### src/rtl/chrono_pkg.sv
// Shared types and constants for the BCD chronometer (HH:MM:SS.cc, 8 nibbles).
package chrono_pkg;

  typedef enum logic [1:0] {
    IDLE  = 2'b00,
    RUN   = 2'b01,
    PAUSE = 2'b10,
    DONE  = 2'b11
  } chrono_state_e;

  typedef struct packed {
    logic [3:0] hour1;
    logic [3:0] hour0;
    logic [3:0] min1;
    logic [3:0] min0;
    logic [3:0] seg1;
    logic [3:0] seg0;
    logic [3:0] cseg1;
    logic [3:0] cseg0;
  } bcd_time_t;

  localparam logic [3:0] DIGIT_MAX9 = 4'd9;
  localparam logic [3:0] DIGIT_MAX5 = 4'd5;
  localparam bcd_time_t  BCD_ZERO   = '0;

  function automatic logic preset_ok(input bcd_time_t t, input int hour_max);
    logic ok;
    ok = (t.cseg0 <= DIGIT_MAX9) && (t.cseg1 <= DIGIT_MAX9) &&
         (t.seg0  <= DIGIT_MAX9) && (t.seg1  <= DIGIT_MAX5) &&
         (t.min0  <= DIGIT_MAX9) && (t.min1  <= DIGIT_MAX5) &&
         (t.hour0 <= DIGIT_MAX9) && (t.hour1 <= DIGIT_MAX9);
    ok = ok && ((int'(t.hour1) * 10 + int'(t.hour0)) <= hour_max);
    return ok;
  endfunction

endpackage

### src/rtl/chrono_bcd_digit.sv
// One BCD digit of modulus MAX+1: clear > load > count; value visible one cycle after en.
// No backpressure; terminal flags the digit that passes carry (up) or borrow (down).
module bcd_digit #(
  parameter logic [3:0] MAX = 4'd9
) (
  input  logic       clk,
  input  logic       rst,
  input  logic       clr,
  input  logic       ld,
  input  logic [3:0] ld_val,
  input  logic       en,
  input  logic       dir,
  output logic [3:0] q,
  output logic       terminal
);
  logic [3:0] q_d, q_q;

  always_comb begin
    q_d = q_q;
    if (clr) begin
      q_d = '0;
    end else if (ld) begin
      q_d = ld_val;
    end else if (en) begin
      if (!dir) q_d = (q_q >= MAX) ? 4'd0 : q_q + 4'd1;
      else      q_d = (q_q == 4'd0) ? MAX : q_q - 4'd1;
    end
  end

  always_ff @(posedge clk or negedge rst) begin
    if (!rst) q_q <= '0;
    else      q_q <= q_d;
  end

  assign q        = q_q;
  assign terminal = dir ? (q_q == 4'd0) : (q_q >= MAX);
endmodule

### src/rtl/chrono_counter.sv
// BCD chronometer with run/pause/done control; all outputs registered, time moves the cycle after tick_i.
// No backpressure. Optional lap register enabled by defining CHRONO_LAP_EN.
module chrono_counter
  import chrono_pkg::*;
#(
  parameter int HOUR_MAX     = 99,
  parameter bit PRESET_CHECK = 1'b1
) (
  input  logic        clk,
  input  logic        rst,
  input  logic        tick_i,
  input  logic        start_i,
  input  logic        stop_i,
  input  logic        clear_i,
  input  logic        dir_i,
  input  logic        load_i,
  input  logic [31:0] preset_i,
  input  logic        lap_i,
  output logic [31:0] time_o,
  output logic [31:0] lap_o,
  output logic        lap_valid_o,
  output logic [1:0]  state_o,
  output logic        done_o,
  output logic        wrap_o,
  output logic        err_o
);
  localparam logic [7:0] HOUR_MAX_BCD = {4'(HOUR_MAX / 10), 4'(HOUR_MAX % 10)};

  chrono_state_e state_q, state_d;
  logic dir_q, dir_d, done_q, done_d, wrap_q, wrap_d, err_q, err_d;
  logic cmd_ld, cmd_stop, cmd_start, run, is_zero, ld_acc, cnt, hr_ovr;
  logic [3:0] dig_q [8];
  logic [3:0] dig_ld_val [8];
  logic [7:0] dig_term, dig_en, dig_ld, hours;
  bcd_time_t  cur;

  assign cur   = {dig_q[7], dig_q[6], dig_q[5], dig_q[4], dig_q[3], dig_q[2], dig_q[1], dig_q[0]};
  assign hours = {dig_q[7], dig_q[6]};

  for (genvar g = 0; g < 8; g++) begin : g_dig
    bcd_digit #(.MAX((g == 3 || g == 5) ? DIGIT_MAX5 : DIGIT_MAX9)) u_dig (
      .clk(clk), .rst(rst), .clr(clear_i), .ld(dig_ld[g]), .ld_val(dig_ld_val[g]),
      .en(dig_en[g]), .dir(dir_q), .q(dig_q[g]), .terminal(dig_term[g])
    );
  end

  always_comb begin
    cmd_ld    = load_i & ~clear_i;
    cmd_stop  = stop_i & ~clear_i & ~load_i;
    cmd_start = start_i & ~clear_i & ~load_i & ~stop_i;
    run       = (state_q == RUN);
    is_zero   = (cur == BCD_ZERO);
    ld_acc    = cmd_ld & ~run & (~PRESET_CHECK | preset_ok(bcd_time_t'(preset_i), HOUR_MAX));
    err_d     = cmd_ld & ~run & ~ld_acc;
    cnt       = run & tick_i & ~clear_i;

    dig_en[0] = cnt;
    for (int i = 1; i < 8; i++) dig_en[i] = dig_en[i-1] & dig_term[i-1];
    dig_ld = {8{ld_acc}};
    for (int i = 0; i < 8; i++) dig_ld_val[i] = preset_i[4*i +: 4];

    // Hours roll at HOUR_MAX (or 99 after an unchecked preset) rather than via the digit chain.
    hr_ovr = dig_en[6] & (dir_q ? (hours == 8'h00)
                                : (hours == HOUR_MAX_BCD || hours == 8'h99));
    if (hr_ovr) begin
      dig_en[7:6] = 2'b00;
      dig_ld[7:6] = 2'b11;
      {dig_ld_val[7], dig_ld_val[6]} = dir_q ? HOUR_MAX_BCD : 8'h00;
    end
    wrap_d = hr_ovr & ~dir_q;
    done_d = cnt & dir_q & (cur == bcd_time_t'(32'h0000_0001));

    state_d = state_q;
    dir_d   = dir_q;
    if (clear_i || ld_acc) begin
      state_d = IDLE;
    end else if (cmd_stop && run) begin
      state_d = PAUSE;
    end else if (cmd_start && !run && !(dir_i && is_zero)) begin
      state_d = RUN;
      dir_d   = dir_i;
    end
    if (done_d) state_d = DONE;
  end

`ifdef CHRONO_LAP_EN
  bcd_time_t lap_q, lap_d;
  logic      lap_vld_q, lap_vld_d;

  always_comb begin
    lap_d     = lap_q;
    lap_vld_d = lap_vld_q;
    if (clear_i) begin
      lap_d     = BCD_ZERO;
      lap_vld_d = 1'b0;
    end else if (lap_i && !load_i && !stop_i && !start_i && run) begin
      lap_d     = cur;
      lap_vld_d = 1'b1;
    end
  end

  assign lap_o       = lap_q;
  assign lap_valid_o = lap_vld_q;
`else
  logic unused_lap;
  assign unused_lap  = lap_i;
  assign lap_o       = '0;
  assign lap_valid_o = 1'b0;
`endif

  always_ff @(posedge clk or negedge rst) begin
    if (!rst) begin
      state_q <= IDLE;
      dir_q   <= 1'b0;
      done_q  <= 1'b0;
      wrap_q  <= 1'b0;
      err_q   <= 1'b0;
`ifdef CHRONO_LAP_EN
      lap_q     <= BCD_ZERO;
      lap_vld_q <= 1'b0;
`endif
    end else begin
      state_q <= state_d;
      dir_q   <= dir_d;
      done_q  <= done_d;
      wrap_q  <= wrap_d;
      err_q   <= err_d;
`ifdef CHRONO_LAP_EN
      lap_q     <= lap_d;
      lap_vld_q <= lap_vld_d;
`endif
    end
  end

  assign time_o  = cur;
  assign state_o = state_q;
  assign done_o  = done_q;
  assign wrap_o  = wrap_q;
  assign err_o   = err_q;
endmodule
### config.mk
export PLATFORM = sky130hd
export DESIGN_NAME = chrono_counter
export DESIGN_NICKNAME = d
export VERILOG_FILES = /design/src/rtl/chrono_pkg.sv /design/src/rtl/chrono_bcd_digit.sv /design/src/rtl/chrono_counter.sv
export SDC_FILE = /design/constraint.sdc
export NUM_CORES = 1
export LEC_CHECK = 0
export CAP_MARGIN = 20
export CELL_PAD_IN_SITES_DETAIL_PLACEMENT = 1
export CELL_PAD_IN_SITES_GLOBAL_PLACEMENT = 2
export CORE_MARGIN = 4
export CORE_UTILIZATION = 27
export CTS_BUF_LIST = sky130_fd_sc_hd__clkbuf_4 sky130_fd_sc_hd__clkbuf_8 sky130_fd_sc_hd__clkbuf_16
export DETAILED_ROUTE_END_ITERATION = 8
export PLACE_DENSITY = 0.84
export SLEW_MARGIN = 25
export SYNTH_ARGS = -nofsm -noshare
export SYNTH_HDL_FRONTEND = slang
export SYNTH_SLANG_ARGS = --single-unit
### constraint.sdc
create_clock -name clk -period 3.7 [get_ports clk]
set_input_delay 0.925 -clock clk [delete_from_list [all_inputs] [get_ports clk]]
set_output_delay 0.925 -clock clk [all_outputs]
set_load 0.005 [all_outputs]
==> impl_metrics.tcl <==
set metrics [dict create \
    antenna_found_initial 0 \
    instances_no_fill 819 \
    synth-warning-count 0 \
    post-route-drc-count 0 \
    gr-total-overflow 0 \
    crit_path_start_kind "input pin" \
    final.min_clock_period_ns 3.53 \
    preCtsSetupSlack_ns -0.614 \
    clk_latency_ns 0.29 \
    synth-seq-cells 38 \
    finalHoldViolCount 0 \
    outcome "finished clean" \
    syn_area_um2 4080 \
    yosysUniqueCellTypes 69 \
    cts_root_buffer "clkbuf_16" \
    worstSetupEndpointType "register" \
    fp-row-count 44 \
    post-route-util_pct 37.4 \
    clock-skew-final_ns 0.00847 \
    clock-sinks 38 \
    max-slew-margin-rel_pct 62.1 \
    grt_pass1_wl_um 23300 \
    yosysSeqAreaShare_pct 23.3 \
    area_delta_synth_final_pct 34.2 \
    synth_edf_count 0 \
    via_count 4258 \
    route.final.wire_length_um 14300 \
    fin_crit_sh_pct 95.4 \
    gp_congestion 0.880 \
    cts_buffers 5 \
    first_global_vias 4564 \
    clockBufferDepth 2 \
    grt_max_degree 39 \
    fin_ws_ns 0.169 \
    setup_viol 0 \
    path_class "input pin to register" \
    placed_cells 798 \
    seq_area_um2 951 \
    drtIter0Drc 196 \
    fin_nets 713 \
    slew_violations 0 \
    reg2reg_slack_ns 0.57 \
    grt_setup_unrepaired "no" \
    synth_area_per_cell_um2 7.82 \
    initial_core_util_pct 27.9 \
    cpLargestDelayFamily "buffers and inverters" \
    hpwl_um 10800 \
    ys.flop_type "dfrtp_1" \
    power_w 0.00155 \
    path_max_fanout 6 \
    multi_input_area_um2 2860 \
    drive_gt1_share_pct 14.6 \
    hold_class "input pin to async pin" \
    path_clk_slew_ns 0.06 \
    path_buf_inv 6 \
    die_w_um 131 \
    cpMostUsedCell "buf_4" \
    dieArea_um2 17100 \
    ys_async_sr_fraction_pct 100 \
    via_per_inst 5.20 \
    htreeDepth 2 \
    n_fill_cell 1764 \
    post_drt_wl_per_cell_um 17.5 \
    tightest_slew_ns 0.565 \
    numPortBuffers 76 \
    p_leak_nw 2.42 \
    firstDrtPassIters 4 \
    tns_ns 0 \
    cp_data_arrival_time_ns 3.73 \
    syn_inst 522 \
    max_freq_mhz 283 \
    pwr_density_cell_nw_per_um2 283 \
    cts_hold_buffers 0 \
    postRouteAntennaNets 0 \
    maxCapViolCount 0 \
    grt_use_total_pct 16.9 \
    slowest_stage "a2111oi_4" \
    dieHeight_um 131 \
    vdd_drop_max_uv 172 \
    crit_path_cell_trace "dlygate4sd2_1 -> ha_2 -> ha_1 -> buf_4 -> xor2_1 -> nand3_1 -> o221a_2 -> a2111oi_4 -> clkbuf_16 -> buf_4 -> buf_4 -> buf_4 -> a211oi_1 -> a211oi_1" \
    antenna_cells 0 \
    ios 111 \
    cts_tree "yes" \
    cp.required_ns 3.90 \
    critPathMaxStageDelay_ns 0.37 \
    core_um2 14600 \
]
-- kinds of logic after synthesis --
kind of cell             share of synthesized area (%)
other                                           0.0919
adder cells (fa/ha/maj)                           12.0
XOR/XNOR                                          2.58
AO/OA/AOI/OAI                                     26.9
flip-flops                                        23.3
buffers and inverters                             11.5
multiplexers                                      2.58
AND/OR/NAND/NOR                                   21.0
-- Yosys cell counts, types with 3 or more instances --
library cell  count  area, um2
o211ai_1          7       52.6
a31oi_1           4       25.0
a22oi_1           4       30.0
a21o_1           12       90.1
nand4_1           7       43.8
nor2_1           41        154
xor2_1            8       70.1
nand2_1          57        214
o21ai_0          42        210
nand3b_1          3       22.5
a211o_1           4       35.0
clkbuf_1         14       52.6
nor2b_1           5       31.3
o21a_1            4       30.0
mux2i_1           6       60.1
dfrtp_1          38        951
buf_2             6       30.0
ha_1             36        450
nand3_1          11       55.1
or2_2             4       25.0
nand2b_1          8       50.1
a22o_1            5       43.8
inv_1            33        124
a211oi_1         13       97.6
a21oi_1          28        140
or3b_2            3       26.3
a2111oi_0         3       26.3
or3_1             3       18.8
a32o_1            3       30.0
nor3_1           20        100
xnor2_1           4       35.0
nor3b_1           5       37.5
buf_4            33        248
-- cell type report --
class | instances | share of cell area [%]
inverters | 33 | 2.26
clock inverters | 1 | 0.0914
multi-input cells | 428 | 52.3
clock buffers | 7 | 2.67
flip-flops and latches | 38 | 17.4
repair buffers | 128 | 21.1
well taps | 184 | 4.21
-- metal layers --
layer	GRT usage, %	share of wire [%]
met1	22.9	47
met2	28.2	46
met3	2.68	5.1
met4	4.30	1.5
met5	0	0
-- sequential cells by signal (all words and copies together) (netlist names) --
signal / cells
wrap_o: 1
g_dig.u_dig.q: 32
dir_q: 1
state_o: 2
err_o: 1
done_o: 1
-- where the power goes --
part	internal, W	leakage (nW)	switching [W]	total [W]
Clock	0.000275	0.0773	0.000185	0.000461
Combinational	0.000275	1.82	0.000332	0.000607
Sequential	0.000433	0.523	0.0000496	0.000483
Total	0.000984	2.42	0.000567	0.00155
-- placed cells by master (no fill, tap or decap), drive strengths merged, types with 3 or more instances in the layout --
master / count
nor2: 41
a211oi: 14
dlygate4sd2: 3
nand3b: 3
dfrtp: 38
a22o: 5
a211o: 4
nand2: 57
a22oi: 4
nor3: 20
buf: 52
o21a: 4
o311ai: 3
nand3: 11
conb: 33
o211ai: 7
nand4: 7
or3b: 3
o21ai: 43
or2: 4
clkdlybuf4s50: 69
nor2b: 5
xnor2: 4
a32o: 3
or3: 3
a2111oi: 5
a21oi: 28
clkbuf: 11
a21o: 12
ha: 36
nand2b: 8
a31oi: 4
inv: 33
nor3b: 6
mux2i: 6
xor2: 8
-- repair_timing --
action,CTS,global route
pin swaps,6,5
setup buffers,12,1
endpoints found under the setup margin,34,29
gates resized for setup,23,8
endpoints found under the hold margin,0,0
gates cloned,0,0
-- worst paths after layout --
check | startpoint | endpoint | cells after the start
max | preset_i[30] | g_dig[6].u_dig.q[2] | 14
min | rst | g_dig[5].u_dig.q[1] | 1
min reg2reg | g_dig[3].u_dig.q[1] | g_dig[3].u_dig.q[1] | 2
max reg2reg | g_dig[1].u_dig.q[0] | g_dig[7].u_dig.q[1] | 10
max in group asynchronous | rst | g_dig[6].u_dig.q[3] | 1
min in group clk | g_dig[3].u_dig.q[1] | g_dig[3].u_dig.q[1] | 2
-- stage by stage --
| step | hold slack (ns) | area (um2) |
|---|---|---|
| after floorplan | 0.569 | 4200 |
| after global placement | 0.622 | 5150 |
| after detailed placement | 0.638 | 5150 |
| after CTS | 0.650 | 5460 |
| after global routing | 0.674 | 5470 |
| final | 0.620 | 5470 |
(Power assumes the default switching activity.)
